`config.mk`:
```
export PLATFORM = sky130hd
export DESIGN_NAME = collision_game_ctrl
export DESIGN_NICKNAME = d
export VERILOG_FILES = /design/src/rtl/game_pkg.sv /design/src/rtl/box_overlap.sv /design/src/rtl/collision_game_ctrl.sv
export SDC_FILE = /design/constraint.sdc
export NUM_CORES = 1
export LEC_CHECK = 0
export ABC_AREA = 1
export CORE_MARGIN = 2
export CORE_UTILIZATION = 29
export DETAILED_ROUTE_END_ITERATION = 10
export GPL_ROUTABILITY_DRIVEN = 1
export MAX_ROUTING_LAYER = met4
export SLEW_MARGIN = 20
export SYNTH_ARGS = -nofsm -noshare
export SYNTH_HDL_FRONTEND = slang
export SYNTH_SLANG_ARGS = --single-unit
export TNS_END_PERCENT = 5
```
`constraint.sdc`:
```
create_clock -name iVGA_CLK -period 1.4 [get_ports iVGA_CLK]
set_input_delay 0.28 -clock iVGA_CLK [delete_from_list [all_inputs] [get_ports iVGA_CLK]]
set_output_delay 0.28 -clock iVGA_CLK [all_outputs]
set_load 0.02 [all_outputs]
```
`src/rtl/game_pkg.sv`:
```
// game_pkg
// Shared definitions for the game datapath: screen position widths, the
// default car/obstacle sizes used by the obstacle generator, the renderer
// and the collision stage, and the externally visible game_state encoding.
package game_pkg;

    // Position widths: 10-bit column (0..639), 9-bit line (0..479)
    localparam int H_POS_W = 10;
    localparam int V_POS_W = 9;

    // Default sprite geometry
    localparam int CAR_W_DEF     = 40;
    localparam int CAR_H_DEF     = 60;
    localparam int CAR_V_POS_DEF = 400;
    localparam int OBS_W_DEF     = 50;
    localparam int OBS_H_DEF     = 50;

    // game_state output encoding
    localparam logic [1:0] ST_IDLE     = 2'd0;
    localparam logic [1:0] ST_PLAYING  = 2'd1;
    localparam logic [1:0] ST_CRASH    = 2'd2;
    localparam logic [1:0] ST_GAMEOVER = 2'd3;

endpackage

```
`src/rtl/box_overlap.sv`:
```
// box_overlap
// Purely combinational axis-aligned bounding-box overlap test between box A
// (size A_W x A_H) and box B (size B_W x B_H), given their top-left corners.
// Edges that only touch do not count as overlap.
// Ports:
//   i_a_h, i_a_v  box A left column / top line
//   i_b_h, i_b_v  box B left column / top line
//   o_overlap     1 when the two boxes share at least one pixel
module box_overlap #(
    parameter int H_W = 10,
    parameter int V_W = 9,
    parameter int A_W = 40,
    parameter int A_H = 60,
    parameter int B_W = 50,
    parameter int B_H = 50
) (
    input  logic [H_W-1:0] i_a_h,
    input  logic [V_W-1:0] i_a_v,
    input  logic [H_W-1:0] i_b_h,
    input  logic [V_W-1:0] i_b_v,
    output logic           o_overlap
);

    // One bit wider than the widest position so the far-edge sums cannot wrap
    localparam int SUM_W = ((H_W > V_W) ? H_W : V_W) + 1;

    logic [SUM_W-1:0] w_ah;
    logic [SUM_W-1:0] w_av;
    logic [SUM_W-1:0] w_bh;
    logic [SUM_W-1:0] w_bv;
    logic             w_h_ov;
    logic             w_v_ov;

    assign w_ah = SUM_W'(i_a_h);
    assign w_av = SUM_W'(i_a_v);
    assign w_bh = SUM_W'(i_b_h);
    assign w_bv = SUM_W'(i_b_v);

    assign w_h_ov = (w_bh < w_ah + SUM_W'(A_W)) && (w_ah < w_bh + SUM_W'(B_W));
    assign w_v_ov = (w_bv < w_av + SUM_W'(A_H)) && (w_av < w_bv + SUM_W'(B_H));

    assign o_overlap = w_h_ov & w_v_ov;

endmodule

```
`src/rtl/collision_game_ctrl.sv`:
```
// collision_game_ctrl
// Game-control stage downstream of the obstacle generator. Detects car vs.
// obstacle overlap, runs the IDLE/PLAYING/CRASH/GAMEOVER state machine,
// tracks lives and a saturating frame score, and holds the obstacle
// generator in reset whenever the game is not being played.
// Ports:
//   iVGA_CLK               pixel clock
//   iRST                   asynchronous active-high reset
//   frame_tick             one-cycle pulse per frame
//   start_btn              debounced start button level
//   car_h_pos              car left column (car top line is fixed)
//   obs1_h_pos/obs1_v_pos  obstacle 1 top-left corner
//   obs2_h_pos/obs2_v_pos  obstacle 2 top-left corner
//   reset_game             1 = hold obstacle generator at its initial state
//   game_state             current state (game_pkg ST_* encoding)
//   lives                  remaining lives
//   score                  frames survived, saturating at 16'hFFFF
//   hit                    registered overlap flag
module collision_game_ctrl
    import game_pkg::*;
#(
    parameter int CAR_W        = CAR_W_DEF,
    parameter int CAR_H        = CAR_H_DEF,
    parameter int CAR_V_POS    = CAR_V_POS_DEF,
    parameter int OBS_W        = OBS_W_DEF,
    parameter int OBS_H        = OBS_H_DEF,
    parameter int LIVES_INI    = 3,
    parameter int CRASH_FRAMES = 60
) (
    input  logic               iVGA_CLK,
    input  logic               iRST,
    input  logic               frame_tick,
    input  logic               start_btn,
    input  logic [H_POS_W-1:0] car_h_pos,
    input  logic [H_POS_W-1:0] obs1_h_pos,
    input  logic [H_POS_W-1:0] obs2_h_pos,
    input  logic [V_POS_W-1:0] obs1_v_pos,
    input  logic [V_POS_W-1:0] obs2_v_pos,
    output logic               reset_game,
    output logic [1:0]         game_state,
    output logic [1:0]         lives,
    output logic [15:0]        score,
    output logic               hit
);

    localparam int               CNT_W  = (CRASH_FRAMES > 1) ? $clog2(CRASH_FRAMES) : 1;
    localparam logic [CNT_W-1:0] CNT_LAST = CNT_W'(CRASH_FRAMES - 1);
    localparam logic [1:0]       LIVES_LD = 2'(LIVES_INI);
    localparam logic [V_POS_W-1:0] CAR_V  = V_POS_W'(CAR_V_POS);

    logic [1:0]       r_state;
    logic             r_reset_game;
    logic [1:0]       r_lives;
    logic [15:0]      r_score;
    logic             r_hit;
    logic [CNT_W-1:0] r_crash_cnt;
    logic             r_start_d;

    logic w_ov1;
    logic w_ov2;
    logic w_start_rise;

    box_overlap #(
        .H_W(H_POS_W), .V_W(V_POS_W),
        .A_W(CAR_W),   .A_H(CAR_H),
        .B_W(OBS_W),   .B_H(OBS_H)
    ) u_ov1 (
        .i_a_h(car_h_pos),  .i_a_v(CAR_V),
        .i_b_h(obs1_h_pos), .i_b_v(obs1_v_pos),
        .o_overlap(w_ov1)
    );

    box_overlap #(
        .H_W(H_POS_W), .V_W(V_POS_W),
        .A_W(CAR_W),   .A_H(CAR_H),
        .B_W(OBS_W),   .B_H(OBS_H)
    ) u_ov2 (
        .i_a_h(car_h_pos),  .i_a_v(CAR_V),
        .i_b_h(obs2_h_pos), .i_b_v(obs2_v_pos),
        .o_overlap(w_ov2)
    );

    assign w_start_rise = start_btn & ~r_start_d;

    // reset_game is written alongside every state change so it tracks the
    // state register exactly rather than lagging it by a cycle.
    always_ff @(posedge iVGA_CLK or posedge iRST) begin
        if (iRST) begin
            r_state      <= ST_IDLE;
            r_reset_game <= 1'b1;
            r_lives      <= LIVES_LD;
            r_score      <= '0;
            r_hit        <= 1'b0;
            r_crash_cnt  <= '0;
            r_start_d    <= 1'b1;  // button held through reset is not a press
        end else begin
            r_start_d <= start_btn;
            r_hit     <= w_ov1 | w_ov2;

            case (r_state)
                ST_IDLE, ST_GAMEOVER: begin
                    if (w_start_rise) begin
                        r_state      <= ST_PLAYING;
                        r_reset_game <= 1'b0;
                        r_lives      <= LIVES_LD;
                        r_score      <= '0;
                    end
                end
                ST_PLAYING: begin
                    if (frame_tick) begin
                        if (r_hit) begin
                            r_state      <= ST_CRASH;
                            r_reset_game <= 1'b1;
                            r_lives      <= r_lives - 2'd1;
                            r_crash_cnt  <= '0;
                        end else if (r_score != 16'hFFFF) begin
                            r_score <= r_score + 16'd1;
                        end
                    end
                end
                ST_CRASH: begin
                    if (frame_tick) begin
                        if (r_crash_cnt == CNT_LAST) begin
                            r_crash_cnt <= '0;
                            if (r_lives == 2'd0) begin
                                r_state      <= ST_GAMEOVER;
                                r_reset_game <= 1'b1;
                            end else begin
                                r_state      <= ST_PLAYING;
                                r_reset_game <= 1'b0;
                            end
                        end else begin
                            r_crash_cnt <= r_crash_cnt + CNT_W'(1);
                        end
                    end
                end
                default: begin
                    r_state      <= ST_IDLE;
                    r_reset_game <= 1'b1;
                end
            endcase
        end
    end

    assign reset_game = r_reset_game;
    assign game_state = r_state;
    assign lives      = r_lives;
    assign score      = r_score;
    assign hit        = r_hit;

endmodule

```
Word level (Yosys, flattened, before mapping)
Index checks and enable logic that the tools add are counted.
W data, S select, Z words.
- add/sub/neg operators: 8
- order comparisons: 8
- equality and inequality tests: 12
- mux-type cells: 28
- bitwise logic cells: 5
- reduce and logical (&&, ||, !) cells: 13
- operators with widths (operator ; count):
    $mux W16 ; 4
    $lt A10 B11 Y1 ; 4
    $add A10 B6 Y11 const B ; 3
    $pmux W16 S2 ; 1
    $mux W6 ; 4
    $lt A9 B11 Y1 const A ; 2
    $add A9 B6 Y10 const B ; 2
    $lt A9 B9 Y1 const B ; 2
    $mux W2 ; 9
    $add A16 B1 Y16 const B ; 1
    $ne A16 B16 Y1 const B ; 1
    $ne A2 B2 Y1 const B ; 7
    $pmux W6 S2 ; 1
    $reduce_and A5 Y1 ; 2
    $reduce_and A4 Y1 ; 2
    $add A6 B1 Y6 const B ; 1
    $eq A6 B6 Y1 const B ; 1
    $mux W1 ; 6
    $pmux W2 S3 ; 1
    $eq A2 B2 Y1 const B ; 2
    $logic_and A1 B1 Y1 ; 4
    $logic_not A2 Y1 ; 2
    $pmux W2 S2 ; 1
    $reduce_bool A2 Y1 ; 2
    other kinds (7) ; 9
- flip-flop bits (word level): 29

Depth between registers and ports, before layout
- word-level depth: 5
- mapped depth: 15
- gate-level depth less buffers: 15

Hierarchy
From an unflattened synthesis, not the netlist that was laid out.
- cells, all modules: 627
- area total of the unflattened synthesis: 4372.9 µm²
- modules (own cells, without submodules) (module ; times used ; cells each ; area an instance (µm²) ; seq. area each (µm²)):
    box_overlap ; 2 ; 207 ; 1322.5 ; 0.0
    collision_game_ctrl ; 1 ; 213 ; 1727.9 ; 730.7

Worst setup path before layout
No wires, ideal clock.
- kind: reg-to-reg
- start point: register r_state[1] (netlist: game_state[1])
- end point: register r_crash_cnt[5]
- arrival: 1.613 ns
- required time: 1.273 ns
- setup slack: -0.340 ns
- stages on the path, launching flop included: 10
- period minus slack after synthesis: 1.740 ns
- cells stage by stage: dfrtp_1 -> inv_1 -> ha_1 -> buf_6 -> o21ai_0 -> nand2_1 -> nor2_1 -> inv_1 -> nor3b_1 -> nor3_1
- cells in the longest elaborated chain, start to end: 3
- elaborated cells between the ends (all ways): 8
- RTL lines (what ; line ; RTL):
    start, declared ; collision_game_ctrl.sv:51 ; logic [1:0] r_state;
    start signal, assigned ; collision_game_ctrl.sv:89 ; r_state <= ST_IDLE;
    start signal, assigned ; collision_game_ctrl.sv:103 ; r_state <= ST_PLAYING;
    start signal, assigned ; collision_game_ctrl.sv:112 ; r_state <= ST_CRASH;
    $eq A2 B1 Y1 or $eq A2 B2 Y1 (tied branches) ; collision_game_ctrl.sv:100 ; case (r_state)
    $ne A2 B2 Y1 (no source line) or $reduce_bool A2 Y1 (tied branches) ; n/a ;
    $reduce_and A4 Y1 (no source line) ; n/a ;
    end signal, assigned ; collision_game_ctrl.sv:133 ; r_crash_cnt <= r_crash_cnt + CNT_W'(1);
    end, declared ; collision_game_ctrl.sv:56 ; logic [CNT_W-1:0] r_crash_cnt;
Several ways; a longest one is shown, not always the timed one.
A chain may end at the register's enable or synchronous reset.

Final worst setup path
- start point: input port obs1_h_pos[7]
- end point: register r_hit (netlist: hit)
- cells in the longest elaborated chain, start to end: 5
- elaborated cells between the ends (all ways): 6
- RTL lines (what ; line ; RTL):
    start, declared ; collision_game_ctrl.sv:35 ; input logic [H_POS_W-1:0] obs1_h_pos,
    $add A10 B6 Y11 ; box_overlap.sv:39 ; assign w_h_ov = (w_bh < w_ah + SUM_W'(A_W)) && (w_ah < w_bh + SUM_W'(B_W));
    $lt A10 B11 Y1 ; box_overlap.sv:39 ;
    $logic_and A1 B1 Y1 * ; box_overlap.sv:39 ;
    $and A1 B1 Y1 * ; box_overlap.sv:42 ; assign o_overlap = w_h_ov & w_v_ov;
    $or A1 B1 Y1 * ; collision_game_ctrl.sv:98 ; r_hit <= w_ov1 | w_ov2;
    end signal, assigned ; collision_game_ctrl.sv:98 ;
    end, declared ; collision_game_ctrl.sv:55 ; logic r_hit;
Mark *: on every way between the ends. The rest lies on a longest branch, timed or not.

==> impl_results.md <==
- Status: finished, violations left
- Failing checks: negative setup slack
- Clock Pin Slew Worst Setup and Hold Paths: 70 ps
- EDFF count, synth: 0
- Skew-Pair Late Insertion Delay: 280 ps
- Port Buf Inserts: between 70 and 80
- Top-count cell post-synth: nand2_1
- Leakage: 2.51 nW
- R2R Path Start: game_state[1]
- Min Tclk post-route: 1610 ps
- Vias: approximately 3.4k
- Largest net degree at the start of global routing: 30
- Top cells by count, synth: nand2_1 (112), inv_1 (53), ha_1 (43), nor2_1 (35), nand3_1 (27)
- Initial antenna violation count: 1
- Final HPWL DP: ~7200 µm
- DRC viols: 0
- # IOs: 74
- GPL Wtd Cong: 0.831
- Fmax: a little over 600 MHz
- Placed cell areas: 4740 µm²
- CTS H-tree lvls: 2
- First-pass GRT wire length: 14400 µm
- Core area: 10300 µm²
- Maximum vdd drop: 630 µV
- Slew HR: 75.4%
- RSZ-0062 raised after global routing: true
- Seq cells post-synth: 29
- Wirelength per Cell: 12.0 µm
- # clock sinks: 29
- Setup WS post-layout: -209 ps
- Synthesis Warnings: 0
- Register area share after synthesis: between 20% and 30%
- Worst Hold Class: input port to asynchronous set/reset pin
- Sw Ratio: around two fifths
- Post-CTS Hold Buffers: 0
- Die Ht: 107 µm
- Synthesized area per cell: a little over 7 µm²
- R2R depth: 10
- Worst-Margin Slew: 365 ps
- Initial DRC Count: a little under 90
- Combinational Power Share: 60.8%
- Cell taking the most area after synthesis: dfrtp_1
- Most used DFF post-synth: dfrtp_1
- Cells after Synth: approximately 430
- Rows: 37
- Final core utilization: 49.5%
- Number of global-route vias before repair: 3332
- Register share of total power: 22.1%
- Max Root-Sink Buffers: 2
- WP data arrival: ~1800 ps
- P per Cell Area: roughly 1000 nW/µm²
- CP endpoint kind: register
- CP required: 1570 ps
- DR vias/cell: 4.57
- Area grow syn2layout: 66.2%
- R2R Setup Slk: -200 ps
- CTS tree: built
- Share of cells above drive strength 1: 39.0%
- Mapped Area: 3060 µm²
- Max Cap Violations: 0
- GRT overflow: 0
- Netlist cell types: 40
- Top cell type's share of synthesized area: 20.4%
- GRT Overall Usage: 15.8%
- Sw power: 2.17 mW
- R2R Path End: score[1]
- Final worst path period share: 115%
- Slew Limit Fails: 0
- Die ar.: roughly 11000 µm²
- Routed Antenna Nets: 0
- Area contributors post-synth: dfrtp_1 (20%), ha_1 (18%), nand2_1 (14%)
- Post-Syn Nets: 523
- Total Power: 5.31 mW
- CP Launch Point: obs1_h_pos[7]
- Fillers: between 1k and 1.5k
- Nets: 704
- Final setup violation count: 26
- Die Span X: 107 µm
- Root buffer cell: clkbuf_8
- Setup crit start kind: input port
- Async SR Flop Fraction: 100%
- Setup Crit Path Kind: input port to register
- Initial Util: 29.8%
- Cell-internal power: approximately 3.1 mW
- Clk_skew: 8.07 ps
- Hold Violations, Final: 0
- Fin area: 5080 µm²
- Worst-path fanout max: 3
- Clock power share: 17.1%
- CTS buffer count: 5
- Final WL: between 8000 and 9000 µm
- First-pass DRT Iterations: 4
power by group through the flow:
stage                     Clock, mW  Sequential (mW)  Combinational, mW
after floorplan                   0             1.30               1.51
after global placement            0             1.18               2.92
after detailed placement          0             1.19               2.97
after CTS                     0.925             1.17               3.14
after global routing          0.961             1.19               3.57
final                         0.905             1.17               3.23
through the flow:
stage	hold slack, ps	TNS (ps)	setup WS (ps)	cells
2_1_floorplan	284	-4280	-226	428
5_1_grt	362	-6300	-318	747
3_3_place_gp	462	-7590	-944	731
4_1_cts	354	-3610	-252	743
6_report	343	-3470	-209	747
3_5_place_dp	476	-7920	-978	731
final cells by class:
type / instances / area (µm²) / share of cell area [%]
tap: 136 / 170 / 3.35
clock buffer: 7 / 86.3 / 1.70
clock inverter: 1 / 30.0 / 0.591
timing repair buffer: 177 / 1450 / 28.6
inverter: 56 / 215 / 4.23
multi-input combinational: 340 / 2390 / 47.0
sequential: 29 / 736 / 14.5
antenna: 1 / 2.50 / 0.0492
per-layer routing:
metal	GRT usage (%)	wire (µm)
met5	-	0
met4	5.19	144
met1	17.6	3790
met2	28.8	4690
met3	2.37	361
flip-flops by register name, summed over array words and instances, names as in the netlist:
| signal | cells |
|---|---|
| game_state | 2 |
| hit | 1 |
| score | 16 |
| r_start_d | 1 |
| lives | 2 |
| r_crash_cnt | 6 |
| reset_game | 1 |
layout by cell type, fill, tap and decap left out, types with 3 or more instances in the layout:
| master | count |
|---|---|
| nor3_1 | 6 |
| inv_1 | 43 |
| xnor2_1 | 4 |
| a21oi_1 | 17 |
| buf_4 | 102 |
| nor3_2 | 4 |
| nor2_2 | 8 |
| inv_2 | 12 |
| o21ai_1 | 5 |
| dfstp_2 | 4 |
| clkdlybuf4s15_2 | 4 |
| nand4_1 | 6 |
| nand3_2 | 4 |
| buf_6 | 6 |
| ha_4 | 9 |
| clkbuf_2 | 12 |
| nand2_2 | 17 |
| ha_1 | 34 |
| nor2_1 | 27 |
| a21oi_2 | 7 |
| clkdlybuf4s15_1 | 5 |
| dlygate4sd2_1 | 9 |
| o31ai_2 | 4 |
| nand2_1 | 97 |
| nand3_1 | 24 |
| o21ai_2 | 9 |
| dfrtp_2 | 4 |
| clkdlybuf4s50_1 | 27 |
| clkbuf_8 | 6 |
| nor2_4 | 5 |
| dfrtp_1 | 21 |
| xor2_1 | 19 |
| buf_2 | 7 |
| nand2_4 | 3 |
| a21o_1 | 4 |
| o21ai_0 | 6 |
cell families after synthesis:
logic type | after synthesis | synth area share, %
flops | 29 | 23.9
xor+xnor | 24 | 6.87
buf+inv | 60 | 8.22
fa+ha+maj | 43 | 17.6
simple gates | 209 | 30.8
compound gates | 63 | 12.7
what timing repair did:
action                                  CTS  global route
gates cloned                              1             0
endpoints found under the setup margin   49            37
pin swaps                                32            34
setup buffers                             3             3
resized for setup                       139            64
critical path, cell delays in order:
cell and delay, ps:
dlygate4sd2_1 230, nand2_1 70, inv_2 80, nand2_2 50, xor2_1 160, ha_1 310, nand2_1 60, inv_1 50
nand3_1 90, nor2_1 140, nor2_1 60, nand2_1 60, nor2_1 40, nand2_1 60, nand2_1 40
worst max path at each step:
stage | to | slack [ps] | cells past startpoint
floorplan | hit | -230 | 14
global placement | hit | -940 | 14
detailed placement | hit | -980 | 14
CTS | hit | -250 | 12
global route | hit | -320 | 15
finish | hit | -210 | 15
Power figures use the tool's default switching activity.
==> RTL change: new RTL, same settings <==
One comparison of `r_crash_cnt` changes from == to >=.
--- a/src/rtl/collision_game_ctrl.sv
+++ b/src/rtl/collision_game_ctrl.sv
@@ -122,3 +122,3 @@
                     if (frame_tick) begin
-                        if (r_crash_cnt == CNT_LAST) begin
+                        if (r_crash_cnt >= CNT_LAST) begin
                             r_crash_cnt <= '0;
Formal check against the unedited RTL: same outputs for any inputs over 10 cycles, from zero or initial values and one cycle with iRST high; that may be too few to reach the edited logic, so the function may still have changed.
==> RTL change against the unedited design <==
The flow still finishes with violations (setup timing). Non-clock buffer count is 8 lower. Power is 6.7% lower. Synthesized cell count is 0.70% higher. Sequential cell count stayed put. Setup slack worse by 35 ps. Design area is 1.9% lower. Via count is 1.1% lower. Maximum frequency is 2.1% lower. Routed wire length is 4.6% lower. Synthesized area is 0.94% higher. Critical path type is now reg2reg. Critical endpoint is now score[2]. Largest power group unchanged.
==> RTL change: results (changes against the unedited design) <==
yosys:
  avgSynthCellArea_um2: 7.16  # +0.24%
  ys_seq_area_share_pct: 23.7  # -0.22 points
  synth_commonest_cells: "nand2_1, inv_1, ha_1"
  synth_flop_cell: "dfrtp_1"
  ys_top_cells_by_area: "dfrtp_1, ha_1, nand2_1"
  ys_async_sr_fraction_pct: 100  # unchanged
  ys_types: 36  # -10%
  syn_nets: 526  # +0.57%
  yosys_warnings: 0  # unchanged
layout:
  largest_reg_flops: 16  # unchanged
  n_antenna_cell: 0  # -1
  nets: 698  # -0.85%
  fillers: 1013  # +0.30%
  layout-drive-gt1-share_pct: 36.4  # -2.6 points
route:
  drt_iter0_markers: 76  # -15%
  drt-vias-per-instance: 4.56  # -0.21%
  drt-total-wl_um: 8570  # -4.6%
  ant_nets: 0  # unchanged
  num_vias: 3375  # -1.1%
  dr.pass1.iters: 6  # +2
placed_design:
  port-buffer-count: 73  # unchanged
  routabilityCongestion: 0.834  # +0.37%
  place_area_um2: 4690  # -1.0%
  dp_hpwl_um: 7110  # -0.75%
  post-place-cells: 725  # -0.82%
  dpl_worst_slack_ps: -1010  # -27.9 ps
sta:
  setup_tns_ps: -4320  # -845 ps
  finalSetupViolations: 26  # unchanged
  worst_pin_slew_ps: 326  # -38.7 ps
  layout_setup_ws_ps: -244  # -34.9 ps
  finClkSkew_ps: 7.04  # -1.03 ps
outcome:
  outcome: "finished, violations left"
  violations: "setup timing"
worst_setup_path:
  slowest_stage: "dfrtp_2"
  arrival_ps: 1820  # +40 ps
  crit_path_max_incr_delay_ps: 390  # +80 ps
  critical_path.top_delay_family: "simple AND/OR/NAND/NOR gates"
  worst-path-max-fanout: 14  # +11
clocking:
  clock_path_buffers: 2  # unchanged
  worstSkewPairLatency_ps: 290
  numCtsBuffers: 5  # unchanged
  clkSlewWorstSetupHoldPaths_ps: 70  # about the same
  cts_max_level: 2  # unchanged
pwr:
  ir_drop_mv: 0.702  # +11%
  leakage_nw: 2.53  # +0.83%
grt:
  grt_pass1_wl_um: 14600  # +1.1%
  grt_usage_pct: 15.9  # +0.089 points
  antenna_found_initial: 0  # -1
[RTL change: cell count changes in the layout (fill, tap and decap cells not counted), moves of 6 or more]
cell	change
buf_2	+8
nand4_1	+8
inv_1	+10
buf_4	-10
nand2_2	-6
[RTL change: cell families (layout without fill, tap and decap cells)]
kind of cell / count (synthesis) / after routing / share of synthesized area, %
and+or+nand+nor: 205 / 205 / 30.8
buffers and inverters: 70 / 243 / 9.44
AOI/OAI and AO/OA: 61 / 61 / 12.2
adders and majority gates: 43 / 43 / 17.4
DFF: 29 / 29 / 23.7
xor gates and xnor gates: 23 / 23 / 6.52
[RTL change: area by class of cell]
cell class / instances / area (um^2) / share of cell area, %
multi-input cells: 332 / 2370 / 47.5
repair buffers: 169 / 1350 / 27.1
flip-flops and latches: 29 / 738 / 14.8
inverters: 66 / 255 / 5.12
well taps: 136 / 170 / 3.41
clock buffers: 7 / 96.3 / 1.93
clock inverters: 1 / 5.00 / 0.100
[RTL change: final timing paths]
kind,startpoint,endpoint,slack (ps),cells after the start
worst max-delay path,score[1],score[2],-240,8
worst min-delay path,iRST,score[13],330,3
min in group iVGA_CLK,start_btn,r_start_d,430,1
worst min register to register,reset_game,reset_game,470,2
max in group asynchronous,iRST,lives[1],840,3
worst max register to register,score[1],score[2],-240,8
[RTL change: repair_timing]
action,CTS,global route
setup endpoints to repair,50,43
resized for setup,151,45
pin swaps,27,17
buffers inserted,6,1
hold buffers,0,0
[RTL change: routing by layer]
metal	share of wire, %	vias to the layer above	global-route usage, %
met3	3.3	10	1.76
li1	-	1773	-
met4	1.4	0	3.99
met5	0	-	-
met2	52	69	29.7
met1	43	1523	17.9
[RTL change: power by group]
group	switching [mW]	total, mW	internal [mW]
Sequential	0.0959	1.08	0.985
Combinational	1.65	3.10	1.45
Clock	0.333	0.777	0.444
Total	2.08	4.96	2.88
